## src/rtl/tick_rr_scheduler_if.sv

```systemverilog
// Requester-facing bus of the tick scheduler: requests with paired data in,
// tick strobe and registered load/grant/ack back out.
interface tick_rr_scheduler_if #(
  parameter int N_REQ = 4
);
  logic [N_REQ-1:0] req;
  logic [N_REQ-1:0] req_d;
  logic             tick;
  logic             reg_en;
  logic             reg_d;
  logic [N_REQ-1:0] grant;
  logic [N_REQ-1:0] ack;

  modport master (
    output req, req_d,
    input  tick, reg_en, reg_d, grant, ack
  );

  modport slave (
    input  req, req_d,
    output tick, reg_en, reg_d, grant, ack
  );
endinterface

```

## src/rtl/tick_rr_scheduler.sv

```systemverilog
// Single-domain tick generator sharing one enabled register's load port among
// N_REQ requesters, round-robin, at most one load per tick; step forces a tick.
module tick_rr_scheduler #(
  parameter int N_REQ = 4,
  parameter int DIV   = 50000000,
  parameter int CNT_W = 26
) (
  input  logic               clk,
  input  logic               reset,
  input  logic               run,
  input  logic               step,
  tick_rr_scheduler_if.slave bus
);
  localparam int             LW        = (N_REQ > 1) ? $clog2(N_REQ) : 1;
  localparam logic [CNT_W-1:0] CNT_MAX = CNT_W'(DIV - 1);
  localparam logic [LW-1:0]  LAST_INIT = LW'(N_REQ - 1);

  logic [CNT_W-1:0] cnt;
  logic [LW-1:0]    last;
  logic [LW-1:0]    win_idx;
  logic [LW-1:0]    scan_idx;
  logic             win_vld;
  logic [N_REQ-1:0] win_oh;
  logic             nat_tick;
  logic             tick;
  int               idx;

  assign nat_tick = run && (cnt == CNT_MAX);
  assign tick     = step | nat_tick;
  assign bus.tick = tick;

  // Scan starts just after the last winner so the previous owner ranks last.
  always_comb begin
    win_vld  = 1'b0;
    win_idx  = last;
    idx      = 0;
    scan_idx = '0;
    for (int k = 1; k <= N_REQ; k++) begin
      idx = int'(last) + k;
      if (idx >= N_REQ) idx = idx - N_REQ;
      scan_idx = LW'(idx);
      if (!win_vld && bus.req[scan_idx]) begin
        win_vld = 1'b1;
        win_idx = scan_idx;
      end
    end
    win_oh = N_REQ'(1) << win_idx;
  end

  always_ff @(posedge clk or posedge reset) begin
    if (reset) begin
      cnt        <= '0;
      last       <= LAST_INIT;
      bus.reg_en <= 1'b0;
      bus.reg_d  <= 1'b0;
      bus.grant  <= '0;
      bus.ack    <= '0;
    end else begin
      if (step)
        cnt <= '0;
      else if (run)
        cnt <= nat_tick ? '0 : cnt + CNT_W'(1);

      bus.reg_en <= tick && win_vld;
      bus.ack    <= (tick && win_vld) ? win_oh : '0;

      // An idle tick clears ownership; between ticks ownership holds.
      if (tick) begin
        if (win_vld) begin
          bus.reg_d <= bus.req_d[win_idx];
          bus.grant <= win_oh;
          last      <= win_idx;
        end else begin
          bus.grant <= '0;
        end
      end
    end
  end
endmodule

```

## src/flat_wrapper.sv

```systemverilog
// flat-port wrapper written by rule: the top's interface ports become plain ports
module tick_rr_scheduler_flat 
#(
  parameter int N_REQ = 4,
  parameter int DIV   = 50000000,
  parameter int CNT_W = 26
)
  (clk, reset, run, step, bus_req, bus_req_d, bus_tick, bus_reg_en, bus_reg_d, bus_grant, bus_ack);
  tick_rr_scheduler_if #(.N_REQ(N_REQ)) bus_i ();
  input  logic clk;
  input  logic reset;
  input  logic run;
  input  logic step;
  input wire logic [$bits(bus_i.req)-1:0] bus_req;
  input wire logic [$bits(bus_i.req_d)-1:0] bus_req_d;
  output wire logic [$bits(bus_i.tick)-1:0] bus_tick;
  output wire logic [$bits(bus_i.reg_en)-1:0] bus_reg_en;
  output wire logic [$bits(bus_i.reg_d)-1:0] bus_reg_d;
  output wire logic [$bits(bus_i.grant)-1:0] bus_grant;
  output wire logic [$bits(bus_i.ack)-1:0] bus_ack;
  assign bus_i.req = bus_req;
  assign bus_i.req_d = bus_req_d;
  assign bus_tick = bus_i.tick;
  assign bus_reg_en = bus_i.reg_en;
  assign bus_reg_d = bus_i.reg_d;
  assign bus_grant = bus_i.grant;
  assign bus_ack = bus_i.ack;
  tick_rr_scheduler #(.N_REQ(N_REQ), .DIV(DIV), .CNT_W(CNT_W)) u_core (.clk(clk), .reset(reset), .run(run), .step(step), .bus(bus_i));
endmodule
```

## config.mk

```make
export PLATFORM = sky130hd
export DESIGN_NAME = tick_rr_scheduler_flat
export DESIGN_NICKNAME = d
export VERILOG_FILES = /design/src/rtl/tick_rr_scheduler_if.sv /design/src/rtl/tick_rr_scheduler.sv /design/src/flat_wrapper.sv
export SDC_FILE = /design/constraint.sdc
export NUM_CORES = 1
export LEC_CHECK = 0
export ABC_AREA = 0
export BUFFER_PORTS_ARGS = -buffer_cell sky130_fd_sc_hd__buf_4
export CELL_PAD_IN_SITES_DETAIL_PLACEMENT = 1
export CELL_PAD_IN_SITES_GLOBAL_PLACEMENT = 1
export CORE_ASPECT_RATIO = 1.75
export CORE_MARGIN = 4
export CORE_UTILIZATION = 40
export CTS_CLUSTER_DIAMETER = 150
export DETAILED_ROUTE_END_ITERATION = 10
export PLACE_DENSITY = 0.83
export SLEW_MARGIN = 25
export SYNTH_ARGS = -nofsm -noshare
export SYNTH_HDL_FRONTEND = slang
export SYNTH_SLANG_ARGS = --single-unit
```

## constraint.sdc

```tcl
create_clock -name clk -period 1.7 [get_ports clk]
set_input_delay 0.085 -clock clk [delete_from_list [all_inputs] [get_ports clk]]
set_output_delay 0.085 -clock clk [all_outputs]
set_load 0.01 [all_outputs]
```

Word-level counts from Yosys, hierarchy flattened
Cells that the tools add are included.
{"block": "op_classes", "n_mux": 27, "magnitude_cmp": 9, "n_bitwise": 1, "n_shift": 1, "n_addsub": 9, "n_reduce_logical": 10, "eq_ne": 1}
{"cell": "$mux W26", "count": 3}
{"cell": "$add A26 B1 Y26 const B", "count": 1}
{"cell": "$eq A26 B26 Y1 const B", "count": 1}
{"cell": "$mux W2", "count": 8}
{"cell": "$lt A2 B3 Y1 const B", "count": 5}
{"cell": "$bmux W1 S2", "count": 5}
{"cell": "$ge A3 B3 Y1 const B", "count": 3}
{"cell": "$mux W1", "count": 9}
{"cell": "$mux W4", "count": 2}
{"cell": "$sub A2 B1 Y2 const B", "count": 4}
{"cell": "$add A2 B2 Y3 const B", "count": 2}
{"cell": "$logic_and A1 B1 Y1", "count": 5}
{"cell": "$add A2 B3 Y4 const B", "count": 1}
{"cell": "$ge A4 B3 Y1 const B", "count": 1}
{"cell": "$shl A1 B2 Y4 const A", "count": 1}
{"cell": "$add A2 B1 Y3 const B", "count": 1}
{"cell": "$logic_not A1 Y1", "count": 3}
{"cell": "$reduce_and A2 Y1", "count": 1}
{"cell": "$reduce_bool A2 Y1", "count": 1}
{"cell": "$or A1 B1 Y1", "count": 1}
{"block": "word_totals", "reg_bits": 38, "output_inout_bits": 11, "elab_cells": 64, "in_bits": 12}

Longest topological paths before layout
{"block": "depth", "ltp_word": 17, "mapped_depth": 7, "mapped_depth_nobuf": 7}

Worst setup path after synthesis
No wires, ideal clock.
{"block": "synth_path", "path_kind": "register to register", "startpoint": "register u_core.cnt[8]", "endpoint": "register u_core.cnt[1]", "arrival_ns": 1.615, "slack_ns": -0.037, "path_buffers": 1, "stages_incl_launch_ff": 6, "t_required_ns": 1.578, "period_less_slack_ns": 1.737, "setup_ns": 0.122, "cell_sequence": "dfrtp_1 -> or4_1 -> nor2_1 -> a41oi_2 -> buf_2 -> a32o_1"}
{"block": "synth_between", "elab_chain_cells": 5}
{"item": "from (decl)", "line": "tick_rr_scheduler.sv:18", "text": "logic [CNT_W-1:0] cnt;"}
{"item": "from (signal assigned)", "line": "tick_rr_scheduler.sv:62", "text": "cnt <= nat_tick ? '0 : cnt + CNT_W'(1);"}
{"item": "$eq A26 B26 Y1", "line": "tick_rr_scheduler.sv:28", "text": "assign nat_tick = run && (cnt == CNT_MAX);"}
{"item": "$logic_and A1 B1 Y1", "line": "tick_rr_scheduler.sv:28"}
{"item": "$mux W26", "line": "tick_rr_scheduler.sv:62"}
{"item": "$mux W26", "line": "tick_rr_scheduler.sv:61", "text": "else if (run)"}
{"item": "$mux W26", "line": "tick_rr_scheduler.sv:59", "text": "if (step)"}
Every way passes these cells. The select of a mux whose other input is x is not followed.
A chain may end at the register's enable or synchronous reset.

Worst setup path in the final report
{"block": "layout_path", "startpoint": "register u_core.cnt[25]", "endpoint": "register u_core.cnt[24]"}
The elaborated chain is that of the path after synthesis.

==> impl_metrics.env <==
export IMPL_grt_pass1_vias=2170
export IMPL_synth_top_cell_area_share_pct=46.8
export IMPL_grt_overflow_total=0
export IMPL_chipWidth_um=60.5
export IMPL_path_class="reg2reg"
export IMPL_min_period_ps=2190
export IMPL_syn_nets=215
export IMPL_syn_area_um2=1930
export IMPL_first_iter_violations=97
export IMPL_rows=33
export IMPL_grt_pass1_wl_um=11600
export IMPL_start_util_pct=41.3
export IMPL_synth_main_ff_cell="dfrtp_1"
export IMPL_synth_most_common_cell="dfrtp_1"
export IMPL_final_nets=292
export IMPL_syn_to_final_growth_pct=52.9
export IMPL_yosysSeqAreaShare_pct=49.5
export IMPL_ir_drop_uv=701
export IMPL_viasPerCell=6.11
export IMPL_worstMarginPinSlew_ps=684
export IMPL_clk_path_buf_depth=2
export IMPL_drv_slew=0
export IMPL_ys_seq_elements=38
export IMPL_wirelength_um=8740
export IMPL_synth_commonest_cells="dfrtp_1 (36), nor2_1 (31), nand2_1 (20), xor2_1 (17), nand3_1 (11)"
export IMPL_synth_top_cell_by_area="dfrtp_1"
export IMPL_vias=2028
export IMPL_antennaDiodeCount=0
export IMPL_asyncSetResetFlopFracSynth_pct=100
export IMPL_slowest_delay_ps=550
export IMPL_cts_tree="done"
export IMPL_yosysUniqueCellTypes=48
export IMPL_synth_edf_count=0
export IMPL_final_cells=332
export IMPL_antenna_found_initial=0
export IMPL_root_buffer="clkbuf_8"
export IMPL_cp_top_family="compound AO/OA/AOI/OAI gates"
export IMPL_synthCells=202
export IMPL_die_h_um=99.8
export IMPL_cts_buffers=5
export IMPL_final_layout_size_suffix_gt1_share_pct=45.4
export IMPL_io_buffer_count=22
export IMPL_crit_path_end_kind="flip-flop"
export IMPL_max_cap_violations=0
export IMPL_clock_skew_ps=8.55
export IMPL_rsz0062_at_grt="yes"
export IMPL_fin_crit_sh_pct=129
export IMPL_clk_pin_slew_worst_paths_ps=90
export IMPL_fin_ws_ps=-489
export IMPL_cts_sinks=38
export IMPL_antenna_left=0
export IMPL_track_usage_pct=26.5
export IMPL_clkLatencyLatePin_ps=300
export IMPL_cp_num_buf_inv=1
export IMPL_die_area_um2=6040
export IMPL_placed_cells=311
export IMPL_relSlewSlack_pct=54.1
export IMPL_status="complete, but fails checks"
export IMPL_slowest_stage="nor3_1"
export IMPL_cp_arrival_ps=2380
export IMPL_boundaryPins=23
export IMPL_crit_chain="nand2_1 > nor3_1 > a41oi_4 > buf_4 > a31o_1 > a21o_1"
export IMPL_synth_area_leaders="dfrtp_1 (47%), xor2_1 (7.7%), nor2_1 (6.0%)"
export IMPL_power_leakage_uw=0.00137
export IMPL_avgSynthCellArea_um2=9.54
export IMPL_crit_required_ps=1890
export IMPL_wire_per_inst_um=26.3
export IMPL_place_congestion=0.824
export IMPL_final_hold_viol_count=0
export IMPL_cp_start_kind="flip-flop"
export IMPL_synth_warnings=0
export IMPL_nFillCells=489
export IMPL_design_core_area_um2=4670
export IMPL_cellPowerDensity_nw_per_um2=892
export IMPL_violations="negative setup slack"
export IMPL_drc_errors=0
export IMPL_grt_max_degree=39
export IMPL_setup_viol=39
export IMPL_crit_fanout=4
export IMPL_fmax_ghz=0.457
export IMPL_hpwl_um=4350
export IMPL_first_pass_iters=4
export IMPL_htreeDepth=2
export IMPL_hp_class="in2reg"
export IMPL_utilization_pct=63.1
## layer usage
layer  wire, um  vias to the layer above  GRT usage, %
li1           -                      857             -
met2       4860                       95          46.8
met4        422                        0          14.2
met5          0                        -             0
met1       3040                     1043          29.7
met3        412                       33          3.47
## flip-flops by register name, indices dropped and copies added, names as in the netlist
signal,flops
u_core.bus.reg_d,1
u_core.cnt,26
u_core.bus.reg_en,1
u_core.bus.ack,4
u_core.bus.grant,4
u_core.last,2
## stage by stage
step	worst slack [ps]	total power, uW	area (um^2)	hold WS (ps)	TNS, ps
global placement	-159	1450	2440	228	-1680
finish	-489	2630	2950	151	-14150
floorplan	-6.84	1240	1930	276	-65.3
global route	-446	2710	2950	147	-12670
detailed placement	-286	1470	2440	257	-3080
CTS	-211	2480	2720	114	-3820
## area by class of cell
class	instances	area, um^2	share of cell area (%)
Clock buffer	5	68.8	2.34
Clock inverter	3	68.8	2.34
Inverter	8	31.3	1.06
Multi-Input combinational cell	150	1150	39.1
Sequential cell	38	953	32.4
Tap cell	52	65.1	2.21
Timing Repair Buffer	76	607	20.6
## report_power, final
| part | switching [uW] | leakage, uW | internal [uW] |
|---|---|---|---|
| Clock | 373 | 0.0000683 | 589 |
| Combinational | 353 | 0.000793 | 263 |
| Sequential | 69.9 | 0.000513 | 979 |
## logic make-up (layout without fill, tap and decap cells)
kind of cell / count (synthesis) / after routing / synth area share (%)
buffers and inverters: 14 / 92 / 3.12
AOI/OAI and AO/OA: 29 / 29 / 11.1
adders and majority gates: 1 / 1 / 0.649
xor gates and xnor gates: 21 / 21 / 9.55
DFF: 38 / 38 / 49.5
and+or+nand+nor: 99 / 99 / 26.1
## worst register-to-register path, cell delays in order (launching register included)
cell,delay (ps)
dfrtp_1,440
nand2_1,130
nor3_1,550
a41oi_4,300
buf_4,230
a31o_1,230
a21o_1,210
## cell usage in the layout, fill, tap and decap left out, types with 3 or more instances in the layout
master	count
buf_4	67
dfrtp_1	36
nor2_1	20
nand2_1	18
xor2_1	17
nor2_2	9
nand4_1	8
nand3_1	8
buf_6	7
inv_1	6
nor3_4	5
clkbuf_8	5
nor3_1	4
xnor2_1	4
nand3_2	3
and3_1	3
o21ai_2	3
o21ai_1	3
## final timing paths
path                                     start  depth (start not counted)  slack, ps                   to
setup / recovery                u_core.cnt[25]                          6       -490       u_core.cnt[24]
min in group asynchronous                reset                          4        520       u_core.cnt[25]
max in group asynchronous                reset                          4        820       u_core.last[1]
hold reg to reg            u_core.bus.grant[2]                          2        540  u_core.bus.grant[2]
setup reg to reg                u_core.cnt[25]                          6       -490       u_core.cnt[24]
hold / removal                             run                          3        150        u_core.cnt[0]
## repair_timing
action,in CTS,in global routing
setup buffers,5,11
hold buffers,1,0
hold endpoints to repair,36,0
setup endpoints to repair,39,39
pin swaps,6,20
resized for setup,19,42
Power figures use the tool's default switching activity.
